### src/rtl/rf_wb_arbiter_if.sv
// Write-back request bundle: NREQ requesters each offering one (rd, data) register write.
// Requesters hold valid with rd/data stable until the matching ready bit is seen high.
interface rf_wb_arbiter_if #(
  parameter int NREQ   = 4,
  parameter int DATA_W = 32,
  parameter int ADDR_W = 5
);
  logic [NREQ-1:0]        valid;
  logic [NREQ-1:0]        ready;
  logic [NREQ*ADDR_W-1:0] rd;
  logic [NREQ*DATA_W-1:0] data;

  modport master (output valid, rd, data, input ready);
  modport slave  (input valid, rd, data, output ready);
endinterface

### src/rtl/rf_wb_arbiter.sv
// Round-robin share of the reg-file write port among NREQ write-back requesters, with read forwarding.
// One registered write per cycle (1-cycle latency); losers are held off by keeping their ready low.
module rf_wb_arbiter #(
  parameter int NREQ    = 4,
  parameter int DATA_W  = 32,
  parameter int ADDR_W  = 5,
  parameter int STALL_W = 16,
  localparam int IDX_W  = (NREQ > 1) ? $clog2(NREQ) : 1
) (
  input  logic               clk,
  input  logic               rst_n,
  rf_wb_arbiter_if.slave     req,
  output logic [ADDR_W-1:0]  rf_rd,
  output logic [DATA_W-1:0]  rf_wdata,
  output logic               rf_we,
  input  logic [ADDR_W-1:0]  rs1,
  input  logic [ADDR_W-1:0]  rs2,
  input  logic [DATA_W-1:0]  rf_rs1_data,
  input  logic [DATA_W-1:0]  rf_rs2_data,
  output logic [DATA_W-1:0]  rs1_data,
  output logic [DATA_W-1:0]  rs2_data,
  output logic [IDX_W-1:0]   grant_idx,
  output logic [STALL_W-1:0] stall_cnt
);

  logic [IDX_W-1:0]  rr_ptr;
  logic [IDX_W-1:0]  win;
  logic [IDX_W-1:0]  cand;
  logic              found;
  logic              xfer;
  logic              stall_hit;
  logic [ADDR_W-1:0] win_rd;
  logic [DATA_W-1:0] win_data;

  // First valid requester at or after rr_ptr, wrapping modulo NREQ.
  always_comb begin
    found = 1'b0;
    win   = '0;
    cand  = '0;
    for (int k = 0; k < NREQ; k++) begin
      cand = IDX_W'((int'(rr_ptr) + k) % NREQ);
      if (!found && req.valid[cand]) begin
        found = 1'b1;
        win   = cand;
      end
    end
  end

  assign xfer      = found && rst_n;
  assign req.ready = xfer ? (NREQ'(1) << win) : '0;
  assign grant_idx = win;
  assign stall_hit = |(req.valid & ~req.ready);
  assign win_rd    = req.rd[int'(win)*ADDR_W +: ADDR_W];
  assign win_data  = req.data[int'(win)*DATA_W +: DATA_W];

  always_ff @(posedge clk) begin
    if (!rst_n) begin
      rf_we     <= 1'b0;
      rf_rd     <= '0;
      rf_wdata  <= '0;
      rr_ptr    <= '0;
      stall_cnt <= '0;
    end else begin
      // Writes to x0 are acknowledged but never reach the reg file.
      rf_we <= xfer && (win_rd != '0);
      if (xfer) begin
        rf_rd    <= win_rd;
        rf_wdata <= win_data;
        rr_ptr   <= (win == IDX_W'(NREQ-1)) ? '0 : win + 1'b1;
      end
      if (stall_hit && (stall_cnt != '1))
        stall_cnt <= stall_cnt + 1'b1;
    end
  end

  assign rs1_data = (rf_we && (rs1 != '0) && (rs1 == rf_rd)) ? rf_wdata : rf_rs1_data;
  assign rs2_data = (rf_we && (rs2 != '0) && (rs2 == rf_rd)) ? rf_wdata : rf_rs2_data;

endmodule

### src/flat_wrapper.sv
// flat-port wrapper written by rule: the top's interface ports become plain ports
module rf_wb_arbiter_flat 
#(
  parameter int NREQ    = 4,
  parameter int DATA_W  = 32,
  parameter int ADDR_W  = 5,
  parameter int STALL_W = 16,
  localparam int IDX_W  = (NREQ > 1) ? $clog2(NREQ) : 1
)
  (clk, rst_n, rf_rd, rf_wdata, rf_we, rs1, rs2, rf_rs1_data, rf_rs2_data, rs1_data, rs2_data, grant_idx, stall_cnt, req_valid, req_rd, req_data, req_ready);
  rf_wb_arbiter_if #(.NREQ(NREQ), .DATA_W(DATA_W), .ADDR_W(ADDR_W)) req_i ();
  input  logic clk;
  input  logic rst_n;
  output logic [ADDR_W-1:0] rf_rd;
  output logic [DATA_W-1:0] rf_wdata;
  output logic rf_we;
  input  logic [ADDR_W-1:0] rs1;
  input  logic [ADDR_W-1:0] rs2;
  input  logic [DATA_W-1:0] rf_rs1_data;
  input  logic [DATA_W-1:0] rf_rs2_data;
  output logic [DATA_W-1:0] rs1_data;
  output logic [DATA_W-1:0] rs2_data;
  output logic [IDX_W-1:0] grant_idx;
  output logic [STALL_W-1:0] stall_cnt;
  input wire logic [$bits(req_i.valid)-1:0] req_valid;
  input wire logic [$bits(req_i.rd)-1:0] req_rd;
  input wire logic [$bits(req_i.data)-1:0] req_data;
  output wire logic [$bits(req_i.ready)-1:0] req_ready;
  assign req_i.valid = req_valid;
  assign req_i.rd = req_rd;
  assign req_i.data = req_data;
  assign req_ready = req_i.ready;
  rf_wb_arbiter #(.NREQ(NREQ), .DATA_W(DATA_W), .ADDR_W(ADDR_W), .STALL_W(STALL_W)) u_core (.clk(clk), .rst_n(rst_n), .req(req_i), .rf_rd(rf_rd), .rf_wdata(rf_wdata), .rf_we(rf_we), .rs1(rs1), .rs2(rs2), .rf_rs1_data(rf_rs1_data), .rf_rs2_data(rf_rs2_data), .rs1_data(rs1_data), .rs2_data(rs2_data), .grant_idx(grant_idx), .stall_cnt(stall_cnt));
endmodule
### config.mk
export PLATFORM = sky130hd
export DESIGN_NAME = rf_wb_arbiter_flat
export DESIGN_NICKNAME = d
export VERILOG_FILES = /design/src/rtl/rf_wb_arbiter_if.sv /design/src/rtl/rf_wb_arbiter.sv /design/src/flat_wrapper.sv
export SDC_FILE = /design/constraint.sdc
export NUM_CORES = 1
export LEC_CHECK = 0
export CAP_MARGIN = 25
export CORE_AREA = 2 2 137 139
export CTS_CLUSTER_SIZE = 30
export DETAILED_ROUTE_END_ITERATION = 12
export DIE_AREA = 0 0 139 141
export PLACE_DENSITY = 0.6
export SLEW_MARGIN = 20
export SYNTH_ARGS = -nofsm -noshare
export SYNTH_HDL_FRONTEND = slang
export SYNTH_SLANG_ARGS = --single-unit
### constraint.sdc
create_clock -name clk -period 2.6 [get_ports clk]
set_input_delay 0.26 -clock clk [delete_from_list [all_inputs] [get_ports clk]]
set_output_delay 0.26 -clock clk [all_outputs]
set_load 0.03 [all_outputs]
# Word level (Yosys, flattened, before mapping)
# Index checks and enable logic that the tools add are counted.
# op_classes
reduce_logical,17
mul,1
magnitude_cmp,4
bitwise_logic,2
muxes,20
n_shift,3
addsub,5
n_eq_ne,4
# ops
cell,n
128-bit by 8-bit variable part select with 32-bit output,1
32-bit two-way mux,2
20-bit by 32-bit variable part select with 5-bit output,1
"16-bit by 1-bit adder with 16-bit output, second input constant",1
"16-bit != test, second input constant",1
5-bit nonzero test,3
"2-bit by 3-bit < comparator with 1-bit output, second input constant",4
5-bit == test,2
1-bit logical AND,10
2-bit two-way mux,5
1-bit binary-select mux with 2-bit select,4
1-bit two-way mux,8
"2-bit by 3-bit multiplier with 5-bit output, second input constant",1
"2-bit by 1-bit adder with 2-bit output, second input constant",2
"2-bit adder, second input constant",2
4-bit bitwise AND,1
4-bit two-way mux,1
4-bit NOT,1
4-bit OR reduction,1
"1-bit by 2-bit << shifter with 4-bit output, first input constant",1
1-bit logical NOT,3
"2-bit == test, second input constant",1
# word_totals
out_inout_bits,124
in_bits,228
regBits,56
word_cells,61

# Logic depth before layout (Yosys ltp)
# logic_depth
word_depth,18
mapped_depth,13
depth_no_buf,9

# Worst setup path after synthesis
# OpenSTA, ideal clock, no wires.
# synth_timing
kind,flip-flop to flip-flop
startpoint,register u_core.rr_ptr[1]
endpoint,register u_core.stall_cnt[10]
t_arrival_ns,2.465
path_buffers,3
path_stages_with_launch,13
required_ns,2.530
setup_ns,0.070
setup_slack_ns,0.065
period_less_slack_ns,2.535
cell_sequence,dfxtp_1 buf_2 a21o_1 a21oi_2 o22ai_2 clkbuf_1 inv_1 ha_1 a21boi_0 a211oi_2 buf_4 or4_1 a21oi_1
# synth_via
elab_chain_cells,18
word_cells_on_any_way,32
classes_between,add/sub (3); shift (1); mux (17); bitwise (2); reduce/logical (9)
# synth_rtl
element,line,source
"start, declared",rf_wb_arbiter.sv:26,logic [IDX_W-1:0] rr_ptr;
"start signal, assigned",rf_wb_arbiter.sv:69,rr_ptr <= (win == IDX_W'(NREQ-1)) ? '0 : win + 1'b1;
"parallel branches: the longest is 13 deep, another holds 2-bit by 1-bit adder with 2-bit output",n/a,
4-bit two-way mux *,rf_wb_arbiter.sv:50,assign req.ready = xfer ? (NREQ'(1) << win) : '0;
4-bit NOT *,rf_wb_arbiter.sv:52,assign stall_hit = |(req.valid & ~req.ready);
4-bit bitwise AND *,rf_wb_arbiter.sv:52,
4-bit OR reduction *,rf_wb_arbiter.sv:52,
1-bit logical AND *,rf_wb_arbiter.sv:71,if (stall_hit && (stall_cnt != '1))
"end signal, assigned",rf_wb_arbiter.sv:72,stall_cnt <= stall_cnt + 1'b1;
"end, declared",rf_wb_arbiter.sv:23,output logic [STALL_W-1:0] stall_cnt
# Mark *: on every way between the ends. The select of a mux whose other input is x is not followed.
# A chain may end at the register's enable or synchronous reset.

# Worst setup path after layout
# layout_timing
startpoint,register u_core.rf_rd[1]
endpoint,output rs2_data[28]
# layout_via
elab_chain_cells,3
# layout_rtl
element,line,source
"start, declared",rf_wb_arbiter.sv:13,"output logic [ADDR_W-1:0] rf_rd,"
"start signal, assigned",rf_wb_arbiter.sv:67,rf_rd <= win_rd;
5-bit == test,rf_wb_arbiter.sv:77,assign rs2_data = (rf_we && (rs2 != '0) && (rs2 == rf_rd)) ? rf_wdata : rf_rs2_data;
1-bit logical AND,rf_wb_arbiter.sv:77,
32-bit two-way mux,rf_wb_arbiter.sv:77,
"end, declared",flat_wrapper.sv:22,output logic [DATA_W-1:0] rs2_data;
# Every way passes these cells.

==> results.cfg <==
[detailed_routing]
detail-route-antenna-nets = 0
wl_um = 21500
viasPerCell = 4.78
drt_first_iter_violations = 212
dr.pass1.iters = 4
via_count = 5239
route.detailed.drc = 0
post_drt_wl_per_cell_um = 19.6

[place]
place.detailed.instances = 1074
number_of_port_buffers = 351
placement.cell_area_mm2 = 0.00834
place_hpwl_um = 17000
place.gp.congestion = 0.797

[synthesis]
synth_enable_flop_cells = 0
synth_top_cells_by_area = dfxtp_1 26%, mux2_2 18%, mux2i_1 17%, a32o_1 7.3%, nand2_1 7.0%
syn-mean-instance-area_um2 = 8.82
netlist_instances = 480
synth.yosys.warnings = 0
syn-cell-area_mm2 = 0.00424
netlist-cell-type-count = 41
postSynth.topFlopCell = dfxtp_1
asyncSetResetFlopFracSynth_pct = 0
ys_seq_area_share_pct = 26.5
netlist.top_cell.by_area = dfxtp_1
synthesis.nets = 710
yosysTopAreaCellShare_pct = 26.5
ys_ff_latch = 56

[setup_path]
critical_path.reg2reg.endpoint = u_core.stall_cnt[9]$_SDFFE_PN0P_
cp-start-kind = flop
rr_startpoint = u_core.rr_ptr[1]$_SDFFE_PN0P_
regToRegSetupSlack_ns = 0.22
crit_type = flop to primary output
ff2ff_path_depth = 10
worst-path-max-fanout = 10
timing.critical_path.to_type = primary output
cp.arrival_ns = 2.29
required_ns = 2.34

[power]
power.leakage_nw = 3.43
power.ir.vdd_worst_mv = 0.300
design_power_total_mw = 3.95
power.density_cell_area_mw_per_mm2 = 462

[sta]
max_freq_mhz = 392
final_min_period_over_clock_period_pct = 98.1
drv_slew = 0
hold_slack_final_ns = 0.478
setup_total_negative_slack_ns = 0
relSlewSlack_pct = 41.4
finalSetupViolations = 0
rsz_0062_raised_after_global_routing = yes
skew_ns = 0.00798
final-hold-violation-count = 0
min_period_ns = 2.55
tightest_pin_transition_ns = 0.877

[cells_and_area]
layout.cells.non_filler = 1095
fillerInstances = 1848
multi_input_logic_area_mm2 = 0.00295
antenna_cells = 0
final-seq-area_mm2 = 0.00112
post_route_cells_drive_above_1_share_pct = 25.8
area_delta_synth_final_pct = 102
layout.cells.most_common = clkdlybuf4s50_1
leading_cell_types_in_the_layout_fill_and_taps_excluded = 278 x clkdlybuf4s50_1, 79 x nand2_1, 72 x mux2i_1
fin_area_mm2 = 0.00854
final_net_count = 1090

[hold_path]
worstHoldPathType = flop to flop
timing.hold.worst_endpoint = u_core.rf_rd[3]$_SDFFE_PN0P_
hold_start = u_core.rf_rd[3]$_SDFFE_PN0P_
holdPathStages = 2

[global_route]
grt_util_all_layers_pct = 20.6
global_route.overflow_total = 0
grt_max_degree = 33
grt_pass1_vias = 4992
initial_antenna_violation_count = 0
grt_pass1_wl_um = 31100

[floorplanning]
start_util_pct = 23.2
pin_count = 352
core-area_mm2 = 0.0183
num_rows = 50
die_ht_um = 141
die-area_mm2 = 0.0196
die_w_um = 139

[clock_tree]
clock_latency_ns = 0.31
clock_tree_from_tritoncts = yes
cts_root_buf = clkbuf_16
clk_pin_slew_ns = 0.07
tritoncts.num_buffers = 5
ctsHtreeMaxLevel = 2
cts_hold_buffers_added = 0
clk_path_buf_depth = 2
clkSinkCount = 56

[run_status]
outcome = finished clean

[run]
max_capacitance_violation_count = 0
[synthesized netlist by cell type, drive strengths merged, types with 2 or more instances]
cell	count
dfxtp	56
nor3	8
clkbuf	21
a32o	31
xnor2	2
or3	3
buf	20
or4	12
o211ai	2
and2	2
xor2	6
a21oi	22
inv	6
o31ai	12
nand3	10
mux2	69
and3	9
o21ai	10
nor2	9
nor4	5
mux2i	72
ha	2
nand2	79
[flip-flops by register name (all words and copies together) (netlist names)]
signal            count
u_core.rf_wdata      32
u_core.stall_cnt     16
u_core.rf_rd          5
u_core.rr_ptr         2
u_core.rf_we          1
[timing repair]
item                       in CTS  in global routing
setup buffers                   1                 10
pin swaps                       1                  4
resized for setup             163                106
setup endpoints to repair      61                 75
cloned                          1                  1
[cells by family after synthesis]
family / share of synthesized area [%]
mux: 35.4
flops: 26.5
buf+inv: 4.82
simple gates: 15.3
fa+ha+maj: 0.591
compound gates: 15.8
xor+xnor: 1.65
[worst max-delay path: stages, from the launching register on]
cell	delay [ns]
dfxtp_2	0.33
buf_4	0.15
xor2_1	0.16
nor4_1	0.25
and3_2	0.26
buf_12	0.16
buf_6	0.13
mux2_2	0.37
buf_4	0.18
[power breakdown]
| group | leakage (nW) | switching [mW] | internal [mW] | total [mW] |
|---|---|---|---|---|
| clock network | 0.0772 | 0.350 | 0.387 | 0.737 |
| registers | 0.464 | 0.136 | 0.970 | 1.11 |
| logic | 2.89 | 1.02 | 1.09 | 2.11 |
[per-layer routing]
layer / up-vias / GRT usage, % / share of wire [%]
li1: 2559 / - / -
met1: 2482 / 26.5 / 43
met2: 188 / 34.5 / 48
met3: 10 / 6.08 / 7.4
met4: 0 / 3.88 / 1.0
met5: - / 0 / 0
[through the flow]
stage                     util [%]  setup WS, ns
final                         46.8        0.0482
after floorplan                  -        0.0646
after global placement        45.7        -0.314
after CTS                     46.9       -0.0783
after global routing          46.8       -0.0381
after detailed placement      45.7        -0.286
[worst max path at each step]
stage | depth (start not counted) | endpoint | start | slack [ns]
6_report | 8 | rs2_data[28] | u_core.rf_rd[1]$_SDFFE_PN0P_ | 0.05
5_1_grt | 8 | rs1_data[15] | u_core.rf_rd[0]$_SDFFE_PN0P_ | -0.04
4_1_cts | 11 | rs2_data[31] | rs2[0] | -0.08
3_5_place_dp | 9 | rs2_data[23] | rs2[0] | -0.29
3_3_place_gp | 9 | rs2_data[23] | rs2[1] | -0.31
2_1_floorplan | 12 | u_core.stall_cnt[10]$_SDFFE_PN0P_ | u_core.rr_ptr[1]$_SDFFE_PN0P_ | 0.06
[area by class of cell]
class | count | area share [%]
Timing Repair Buffer | 414 | 46.8
Inverter | 6 | 0.264
Clock inverter | 2 | 0.161
Clock buffer | 6 | 1.63
Tap cell | 234 | 3.43
Sequential cell | 56 | 13.2
Multi-Input combinational cell | 377 | 34.6
Power figures use the tool's default switching activity.
